[src/rtl/ix_muldiv_unit_if.sv]
// IX-stage multiply/divide unit bus: ID/IX operands in, HI/LO and stall out.
// master = pipeline side, slave = ix_muldiv_unit.
interface ix_muldiv_unit_if #(
    parameter int XLEN = 32
);
    logic            valid_in;
    logic [5:0]      alu_op_in;
    logic [XLEN-1:0] A_in;
    logic [XLEN-1:0] B_in;
    logic            flush;
    logic            stall_out;
    logic [XLEN-1:0] result_out;
    logic            result_valid;
    logic [XLEN-1:0] hi_out;
    logic [XLEN-1:0] lo_out;
    logic            busy;
    logic            div_by_zero;

    modport master (
        output valid_in, alu_op_in, A_in, B_in, flush,
        input  stall_out, result_out, result_valid,
        input  hi_out, lo_out, busy, div_by_zero
    );

    modport slave (
        input  valid_in, alu_op_in, A_in, B_in, flush,
        output stall_out, result_out, result_valid,
        output hi_out, lo_out, busy, div_by_zero
    );
endinterface

[src/rtl/ix_muldiv_unit.sv]
// Iterative MULT/MULTU/DIV/DIVU unit owning HI/LO, plus MFHI/MFLO/MTHI/MTLO.
// Define MULDIV_FAST_MUL_EN for a single-cycle array multiply.
module ix_muldiv_unit #(
    parameter int XLEN  = 32,
    parameter int CNT_W = 5
) (
    input logic clk,
    input logic rst,
    ix_muldiv_unit_if.slave bus
);
    localparam logic [5:0] OP_MFHI  = 6'h10;
    localparam logic [5:0] OP_MTHI  = 6'h11;
    localparam logic [5:0] OP_MFLO  = 6'h12;
    localparam logic [5:0] OP_MTLO  = 6'h13;
    localparam logic [5:0] OP_MULT  = 6'h18;
    localparam logic [5:0] OP_MULTU = 6'h19;
    localparam logic [5:0] OP_DIV   = 6'h1A;
    localparam logic [5:0] OP_DIVU  = 6'h1B;

    typedef enum logic [1:0] {
        IDLE,
        CALC,
        FIX
    } state_t;

    state_t            state;
    logic [CNT_W-1:0]  count;
    logic              op_div;
    logic              neg_q;
    logic              neg_r;
    logic              dbz;
    logic [XLEN-1:0]   raw_a;
    logic [XLEN-1:0]   opb;
    logic [XLEN-1:0]   acc;
    logic [XLEN-1:0]   mq;
    logic [XLEN-1:0]   hi;
    logic [XLEN-1:0]   lo;

    logic              is_mul;
    logic              is_div;
    logic              is_sgn;
    logic              start;
    logic              wr_hi;
    logic              wr_lo;
    logic              rd_op;
    logic              sign_a;
    logic              sign_b;
    logic [XLEN-1:0]   abs_a;
    logic [XLEN-1:0]   abs_b;
    logic [XLEN:0]     mul_sum;
    logic [XLEN:0]     div_shift;
    logic              div_ok;
    logic [2*XLEN-1:0] prod_fix;
    logic [XLEN-1:0]   quo_fix;
    logic [XLEN-1:0]   rem_fix;
`ifdef MULDIV_FAST_MUL_EN
    logic [2*XLEN-1:0] ext_a;
    logic [2*XLEN-1:0] ext_b;
    logic [2*XLEN-1:0] fast_prod;
`endif

    // Decode the ID/IX op and prepare magnitude operands for the accept cycle.
    always_comb begin
        is_mul = (bus.alu_op_in == OP_MULT) | (bus.alu_op_in == OP_MULTU);
        is_div = (bus.alu_op_in == OP_DIV) | (bus.alu_op_in == OP_DIVU);
        is_sgn = (bus.alu_op_in == OP_MULT) | (bus.alu_op_in == OP_DIV);
        start  = (state == IDLE) & bus.valid_in & ~bus.flush & (is_mul | is_div);
        wr_hi  = (state == IDLE) & bus.valid_in & ~bus.flush
               & (bus.alu_op_in == OP_MTHI);
        wr_lo  = (state == IDLE) & bus.valid_in & ~bus.flush
               & (bus.alu_op_in == OP_MTLO);
        rd_op  = (bus.alu_op_in == OP_MFHI) | (bus.alu_op_in == OP_MFLO);
        sign_a = is_sgn & bus.A_in[XLEN-1];
        sign_b = is_sgn & bus.B_in[XLEN-1];
        abs_a  = sign_a ? -bus.A_in : bus.A_in;
        abs_b  = sign_b ? -bus.B_in : bus.B_in;
`ifdef MULDIV_FAST_MUL_EN
        ext_a     = {{XLEN{sign_a}}, bus.A_in};
        ext_b     = {{XLEN{sign_b}}, bus.B_in};
        fast_prod = ext_a * ext_b;
`endif
    end

    // One radix-2 step: shift-add for multiply, restoring compare for divide.
    always_comb begin
        mul_sum   = {1'b0, acc} + (mq[0] ? {1'b0, opb} : '0);
        div_shift = {acc, mq[XLEN-1]};
        div_ok    = div_shift >= {1'b0, opb};
        prod_fix  = neg_q ? -{acc, mq} : {acc, mq};
        quo_fix   = neg_q ? -mq : mq;
        rem_fix   = neg_r ? -acc : acc;
    end

    assign bus.stall_out    = start | ((state == CALC) & ~bus.flush);
    assign bus.busy         = (state != IDLE);
    assign bus.div_by_zero  = (state == FIX) & dbz;
    assign bus.hi_out       = hi;
    assign bus.lo_out       = lo;
    assign bus.result_valid = bus.valid_in & rd_op & (state == IDLE);
    assign bus.result_out   = ~bus.result_valid ? '0
                            : (bus.alu_op_in == OP_MFHI) ? hi : lo;

    // Sequencer, working registers and architectural HI/LO.
    always_ff @(posedge clk or posedge rst) begin
        if (rst) begin
            state  <= IDLE;
            count  <= '0;
            op_div <= 1'b0;
            neg_q  <= 1'b0;
            neg_r  <= 1'b0;
            dbz    <= 1'b0;
            raw_a  <= '0;
            opb    <= '0;
            acc    <= '0;
            mq     <= '0;
            hi     <= '0;
            lo     <= '0;
        end else begin
            unique case (state)
                IDLE: begin
                    if (wr_hi) hi <= bus.A_in;
                    if (wr_lo) lo <= bus.A_in;
                    if (start) begin
                        op_div <= is_div;
                        neg_q  <= sign_a ^ sign_b;
                        neg_r  <= sign_a;
                        dbz    <= is_div & (bus.B_in == '0);
                        raw_a  <= bus.A_in;
                        opb    <= is_div ? abs_b : abs_a;
                        acc    <= '0;
                        mq     <= is_div ? abs_a : abs_b;
                        count  <= '0;
                        state  <= CALC;
`ifdef MULDIV_FAST_MUL_EN
                        if (is_mul) begin
                            neg_q <= 1'b0;
                            acc   <= fast_prod[2*XLEN-1:XLEN];
                            mq    <= fast_prod[XLEN-1:0];
                            state <= FIX;
                        end
`endif
                    end
                end
                CALC: begin
                    if (bus.flush) begin
                        state <= IDLE;
                    end else begin
                        count <= count + 1'b1;
                        if (op_div) begin
                            acc <= div_ok ? XLEN'(div_shift - {1'b0, opb})
                                          : div_shift[XLEN-1:0];
                            mq  <= {mq[XLEN-2:0], div_ok};
                        end else begin
                            acc <= mul_sum[XLEN:1];
                            mq  <= {mul_sum[0], mq[XLEN-1:1]};
                        end
                        if (count == CNT_W'(XLEN - 1)) state <= FIX;
                    end
                end
                FIX: begin
                    if (!bus.flush) begin
                        if (dbz) begin
                            hi <= raw_a;
                            lo <= '1;
                        end else if (op_div) begin
                            hi <= rem_fix;
                            lo <= quo_fix;
                        end else begin
                            hi <= prod_fix[2*XLEN-1:XLEN];
                            lo <= prod_fix[XLEN-1:0];
                        end
                    end
                    state <= IDLE;
                end
                default: state <= IDLE;
            endcase
        end
    end
endmodule

[src/flat_wrapper.sv]
// flat-port wrapper written by rule: the top's interface ports become plain ports
module ix_muldiv_unit_flat 
#(
    parameter int XLEN  = 32,
    parameter int CNT_W = 5
)
  (clk, rst, bus_valid_in, bus_alu_op_in, bus_A_in, bus_B_in, bus_flush, bus_stall_out, bus_result_out, bus_result_valid, bus_hi_out, bus_lo_out, bus_busy, bus_div_by_zero);
  ix_muldiv_unit_if #(.XLEN(XLEN)) bus_i ();
  input logic clk;
  input logic rst;
  input wire logic [$bits(bus_i.valid_in)-1:0] bus_valid_in;
  input wire logic [$bits(bus_i.alu_op_in)-1:0] bus_alu_op_in;
  input wire logic [$bits(bus_i.A_in)-1:0] bus_A_in;
  input wire logic [$bits(bus_i.B_in)-1:0] bus_B_in;
  input wire logic [$bits(bus_i.flush)-1:0] bus_flush;
  output wire logic [$bits(bus_i.stall_out)-1:0] bus_stall_out;
  output wire logic [$bits(bus_i.result_out)-1:0] bus_result_out;
  output wire logic [$bits(bus_i.result_valid)-1:0] bus_result_valid;
  output wire logic [$bits(bus_i.hi_out)-1:0] bus_hi_out;
  output wire logic [$bits(bus_i.lo_out)-1:0] bus_lo_out;
  output wire logic [$bits(bus_i.busy)-1:0] bus_busy;
  output wire logic [$bits(bus_i.div_by_zero)-1:0] bus_div_by_zero;
  assign bus_i.valid_in = bus_valid_in;
  assign bus_i.alu_op_in = bus_alu_op_in;
  assign bus_i.A_in = bus_A_in;
  assign bus_i.B_in = bus_B_in;
  assign bus_i.flush = bus_flush;
  assign bus_stall_out = bus_i.stall_out;
  assign bus_result_out = bus_i.result_out;
  assign bus_result_valid = bus_i.result_valid;
  assign bus_hi_out = bus_i.hi_out;
  assign bus_lo_out = bus_i.lo_out;
  assign bus_busy = bus_i.busy;
  assign bus_div_by_zero = bus_i.div_by_zero;
  ix_muldiv_unit #(.XLEN(XLEN), .CNT_W(CNT_W)) u_core (.clk(clk), .rst(rst), .bus(bus_i));
endmodule
[config.mk]
export PLATFORM = sky130hd
export DESIGN_NAME = ix_muldiv_unit_flat
export DESIGN_NICKNAME = d
export VERILOG_FILES = /design/src/rtl/ix_muldiv_unit_if.sv /design/src/rtl/ix_muldiv_unit.sv /design/src/flat_wrapper.sv
export SDC_FILE = /design/constraint.sdc
export NUM_CORES = 1
export LEC_CHECK = 0
export ABC_CLOCK_PERIOD_IN_PS = 8610
export BUFFER_PORTS_ARGS = -buffer_cell sky130_fd_sc_hd__clkbuf_2
export CAP_MARGIN = 0
export CORE_AREA = 5 5 190 192
export CTS_BUF_LIST = sky130_fd_sc_hd__clkbuf_8
export CTS_CLUSTER_DIAMETER = 60
export DETAILED_ROUTE_END_ITERATION = 7
export DIE_AREA = 0 0 195 197
export PLACE_DENSITY = 0.69
export RECOVER_POWER = 50
export SLEW_MARGIN = 20
export SYNTH_ARGS = -nofsm -noshare
export SYNTH_HDL_FRONTEND = slang
export SYNTH_SLANG_ARGS = --single-unit
[constraint.sdc]
create_clock -name clk -period 8.61 [get_ports clk]
set_clock_uncertainty 0.05 [all_clocks]
set_input_delay 2.1525 -clock clk [delete_from_list [all_inputs] [get_ports clk]]
set_output_delay 2.1525 -clock clk [all_outputs]
set_load 0.1 [all_outputs]
After elaboration in Yosys (flattened, before gate mapping):

Index checks and enable logic that the tools add are counted.

* $add $sub $neg: 8
* $mul: 0
* divide/modulo/power cells: 0
* magnitude comparators: 1
* equal/unequal tests: 17
* shift operators: 0
* muxes and demuxes: 36
* bitwise logic cells: 20
* reductions and logical operators: 10

Operators with widths (count)
* 2-to-1 mux 32 bit: 24
* one-hot mux 32 bit (2 select lines): 4
* negation 32 bit: 4
* 2-to-1 mux 64 bit: 1
* negation 64 bit: 1
* == test 6 x 5 -> 1 bit (second input constant): 8
* adder 32 x 32 -> 33 bit: 1
* greater-or-equal comparator 33 x 32 -> 1 bit: 1
* logical NOT 32 bit: 1
* subtractor 32 bit: 1
* AND 1 bit: 12
* 2-to-1 mux 5 bit: 2
* one-hot mux 5 bit (2 select lines): 1
* AND reduction 3 bit: 3
* 2-to-1 mux 2 bit: 3
* inequality test 2 x 1 -> 1 bit (second input constant): 3
* bitwise OR 1 bit: 6
* nonzero test 2 bit: 3
* adder 5 x 1 -> 5 bit (second input constant): 1
* == test 5 bit (second input constant): 1
* inequality test 2 bit (second input constant): 2
* one-hot mux 2 bit (2 select lines): 1
* AND reduction 2 bit: 2
* inequality test 3 bit (second input constant): 1
* other kinds (5): 5

* flip-flop bits (word level): 203
* bits in latches: 0
* bits in writable memories: 0
* bits in read-only memories: 0
* input bits: 74
* output and inout port bits: 100
* logic and storage cells: 104
* memories: 0

Depth between registers and ports, before layout:

* depth after elaboration: 7
* mapped depth: 14
* gate-level depth less buffers: 13

Worst setup path before layout:

No wires, ideal clock.

* path type: input to output
* from: in bus_alu_op_in[2]
* to: out bus_stall_out
* arrival time: 4.587 ns
* data required time: 6.408 ns
* setup slack: 1.821 ns
* cell stages on the path: 7
* path buffers: 2
* path through: nor3b_1 -> nand3_1 -> nor3b_1 -> nor2_1 -> inv_1 -> clkbuf_1 -> buf_1

* longest elaborated chain between the ends: 5
* elaborated cells between the ends (all ways): 9
* classes of those cells: 4 x eq/ne; 5 x bitwise

Ends and longest elaborated chain
* from (decl): line flat_wrapper.sv:12 `input wire logic [$bits(bus_i.alu_op_in)-1:0] bus_alu_op_in;`
* == test 6 x 5 -> 1 bit (on tied branches): line ix_muldiv_unit.sv:64, ix_muldiv_unit.sv:65
* bitwise OR 1 bit (on tied branches): line ix_muldiv_unit.sv:64, ix_muldiv_unit.sv:65
* bitwise OR 1 bit *: line ix_muldiv_unit.sv:67 `start = (state == IDLE) & bus.valid_in & ~bus.flush & (is_mul | is_div);`
* AND 1 bit *: line ix_muldiv_unit.sv:67
* bitwise OR 1 bit *: line ix_muldiv_unit.sv:94 `assign bus.stall_out = start | ((state == CALC) & ~bus.flush);`
* to (decl): line flat_wrapper.sv:16 `output wire logic [$bits(bus_i.stall_out)-1:0] bus_stall_out;`

Every way passes the cells marked *; elsewhere a longest branch is shown, timed or not.

Worst setup path after layout:

* from: in bus_flush
* to: out bus_stall_out

* longest elaborated chain between the ends: 4
* elaborated cells between the ends (all ways): 5
* classes of those cells: 5 x bitwise

Ends and longest elaborated chain
* from (decl): line flat_wrapper.sv:15 `input wire logic [$bits(bus_i.flush)-1:0] bus_flush;`
* inverter 1 bit *: line ix_muldiv_unit.sv:67, ix_muldiv_unit.sv:94
* AND 1 bit (2 in series): line ix_muldiv_unit.sv:67
* bitwise OR 1 bit *: line ix_muldiv_unit.sv:94

Marked as above.

==> impl_results.md <==
* TNS Setup at 0 ns
* Post-synthesis cell type count at 78
* DP Area at 17800 um^2
* Slowest cell on the critical path: clkbuf_1
* Crit path from: bus_flush
* CP Buf/Inv Count at 4
* Root buf cell: clkbuf_8
* Reg-to-reg startpoint: u_core.acc[9]
* Post-synth EDFFs at 0
* Layout area overhead at 10.9%
* Cell area power density at 261 nW/um^2
* Row cnt at roughly 70
* Slew headroom at -135%
* Maximum fanout along the worst path at 24
* Flops & latches, synth at ~200
* Syn_area_per_cell at 7.70 um^2
* Die H at 197 um
* Synth Instances at roughly 2200
* HPWL Detailed at 48.5 mm
* Worst-path clk slew at 0.05 ns
* Largest net degree at the start of global routing at 71
* Most common cell in the netlist: nand2_1
* Post-synth top area share at 30.3%
* Peak VDD IR at 0.000142 V
* Post-synth ARST share at 100%
* DRC viols at 0
* P_leak at a little over 0.008 uW
* Port Buffers at 173
* Final WL at 64.0 mm
* Gr ovfl total at 0
* WP data arrival at 4.84 ns
* Largest area contributor in the netlist: dfrtp_1
* CTS tree: yes
* Fmax at 0.142 GHz
* Finished Core Util at 54.4%
* Slew Limit Fails at about 210
* Post-route cell area at 18600 um^2
* Syn nets at 2325
* Setup CP Type: in2out
* Synthesis Warnings at 0
* First-pass GRT wire length at slightly below 100 mm
* Worst stage delay on the critical path at 0.94 ns
* Antenna-violating nets left at 0
* Placement Setup Slack at 1.99 ns
* Worst hold start: u_core.raw_a[18]
* Mapped cell area at 16800 um^2
* Failing checks: max-capacitance violations, max-slew violations
* Final Hold Viols at 0
* Std-Cell Core Area at about 34000 um^2
* Hold/Removal Path Class: reg2reg
* # hold bufs at CTS at 0
* Nets@finish at ~2400
* WL per Instance at 23.3 um
* Main flop type after synthesis: dfrtp_1
* # IOs at around 170
* Critical path's top delay family: buffers and inverters
* Critical Path RT at 6.41 ns
* Post-CTS resize count at 0
* First-pass DRT Iterations at 7
* Max-cap violations at 3
* Drt first-iter violations at 1853
* CP endpoint kind: primary output
* H-Tree Depth at 2
* # setup viols final at 0
* Final worst-path setup slack at 1.57 ns
* Postcts setup bufs at 0
* Layout cell share with drive strength beyond 1 at 10.8%
* RSZ-0062 raised after global routing: false
* Via density per instance at 6.31
* Starting Density at 49.1%
* WHS at 0.428 ns
* CP startpoint kind: input pin
* Antenna violations before repair at 5
* Top cell by count, worst path: clkbuf_2
* Post-route clock period utilization at 81.8%
* RePlAce Congestion at 0.977
* Clock Sinks at 203
* DIE WIDTH at 195 um
* Least-Margin Pin Slew at 3.50 ns
* GRT Total Usage at 31.8%
* Synth area leaders: dfrtp_1, nand2_1, o21ai_0, xnor2_1, ha_1
* Die Area at just under 40000 um^2
* Sequential area share after synthesis at 30.3%
* Synth cell count leaders: nand2_1, nor2_1, dfrtp_1, o21ai_0, a21oi_1
* Inserted Clock Buffers at 40
* Vias at 17300
* CP cell instances: clkbuf_2 -> clkbuf_1 -> nor2_2 -> nor2_4 -> inv_1 -> clkbuf_2
* Final Critical Period at 7.04 ns
* Clock latency on the worst-skew pair at 0.56 ns
* Vias in the first global route at 15800
* CTS Buffer Depth at 3
* Status: complete, but fails checks
## flip-flops by register name (all words and copies together) (netlist names), 2 cells and up
register,count
u_core.bus.lo_out,32
u_core.state,2
u_core.mq,32
u_core.bus.hi_out,32
u_core.acc,32
u_core.count,5
u_core.opb,32
u_core.raw_a,32
## metrics by stage
step / std cells / total power (uW)
floorplan: 2179 / 3110
global placement: 2672 / 3740
detailed placement: 2672 / 3760
CTS: 2744 / 4810
global route: 2745 / 5140
finish: 2745 / 4860
## power breakdown
group          total [uW]  internal [uW]  switching (uW)
Combinational        2350            811            1540
Sequential           1460           1140             318
Clock                1050            588             463
Total                4860           2540            2320
## routing by layer
layer | vias up | global-route usage [%] | wire length [um]
li1 | 7980 | - | -
met1 | 8319 | 44.7 | 27200
met2 | 882 | 47.9 | 27500
met3 | 142 | 7.90 | 6810
met4 | 8 | 11.0 | 2470
met5 | - | 0 | 53
## path summary, 6_finish.rpt
check / to / depth (start not counted) / slack, ns
worst max-delay path: bus_stall_out / 6 / 1.57
worst min-delay path: u_core.raw_a[18] / 2 / 0.43
worst max register to register: u_core.acc[19] / 11 / 3.92
worst min register to register: u_core.raw_a[18] / 2 / 0.43
max in group asynchronous: u_core.opb[2] / 3 / 3.08
min in group asynchronous: u_core.bus.hi_out[31] / 2 / 2.55
## placed cells by master (no fill, tap or decap), types with 18 or more instances in the layout
| cell | instances |
|---|---|
| xor2_1 | 71 |
| o221ai_1 | 20 |
| nor2_1 | 227 |
| o21ai_0 | 203 |
| buf_4 | 22 |
| o41ai_1 | 18 |
| nor3_1 | 56 |
| a21o_1 | 27 |
| ha_1 | 70 |
| a22oi_1 | 21 |
| clkbuf_1 | 45 |
| o22ai_1 | 28 |
| dfrtp_1 | 202 |
| inv_1 | 74 |
| or3_1 | 21 |
| a31oi_1 | 18 |
| xnor2_1 | 106 |
| nand3_1 | 34 |
| nand2_1 | 286 |
| a21oi_1 | 172 |
| o31ai_1 | 27 |
| clkbuf_8 | 50 |
| mux2i_1 | 73 |
| o211ai_1 | 32 |
| clkbuf_2 | 131 |
| nand4_1 | 20 |
## worst register-to-register path, delay by kind of cell, from the launching register on
family | cells | cell delay [ns]
adder cells (fa/ha/maj) | 1 | 0.41
AND/OR/NAND/NOR | 3 | 0.98
AO/OA/AOI/OAI | 6 | 2.04
buffers and inverters | 1 | 0.44
flip-flops | 1 | 0.66
## area by class of cell
| class | instances | area [um^2] |
|---|---|---|
| flip-flops and latches | 203 | 5080 |
| fillers | 3325 | 15600 |
| inverters | 66 | 249 |
| diodes | 1 | 2.50 |
| multi-input cells | 1750 | 10900 |
| repair buffers | 198 | 990 |
| clock buffers | 50 | 688 |
| clock inverters | 22 | 163 |
| well taps | 455 | 569 |
## cell families after synthesis
group | Yosys count | share of synthesized area (%)
AO/OA/AOI/OAI | 662 | 24.7
AND/OR/NAND/NOR | 763 | 20.6
flip-flops | 203 | 30.3
adder cells (fa/ha/maj) | 72 | 5.46
buffers and inverters | 226 | 5.18
multiplexers | 76 | 4.56
XOR/XNOR | 177 | 9.24
Power figures use the tool's default switching activity.
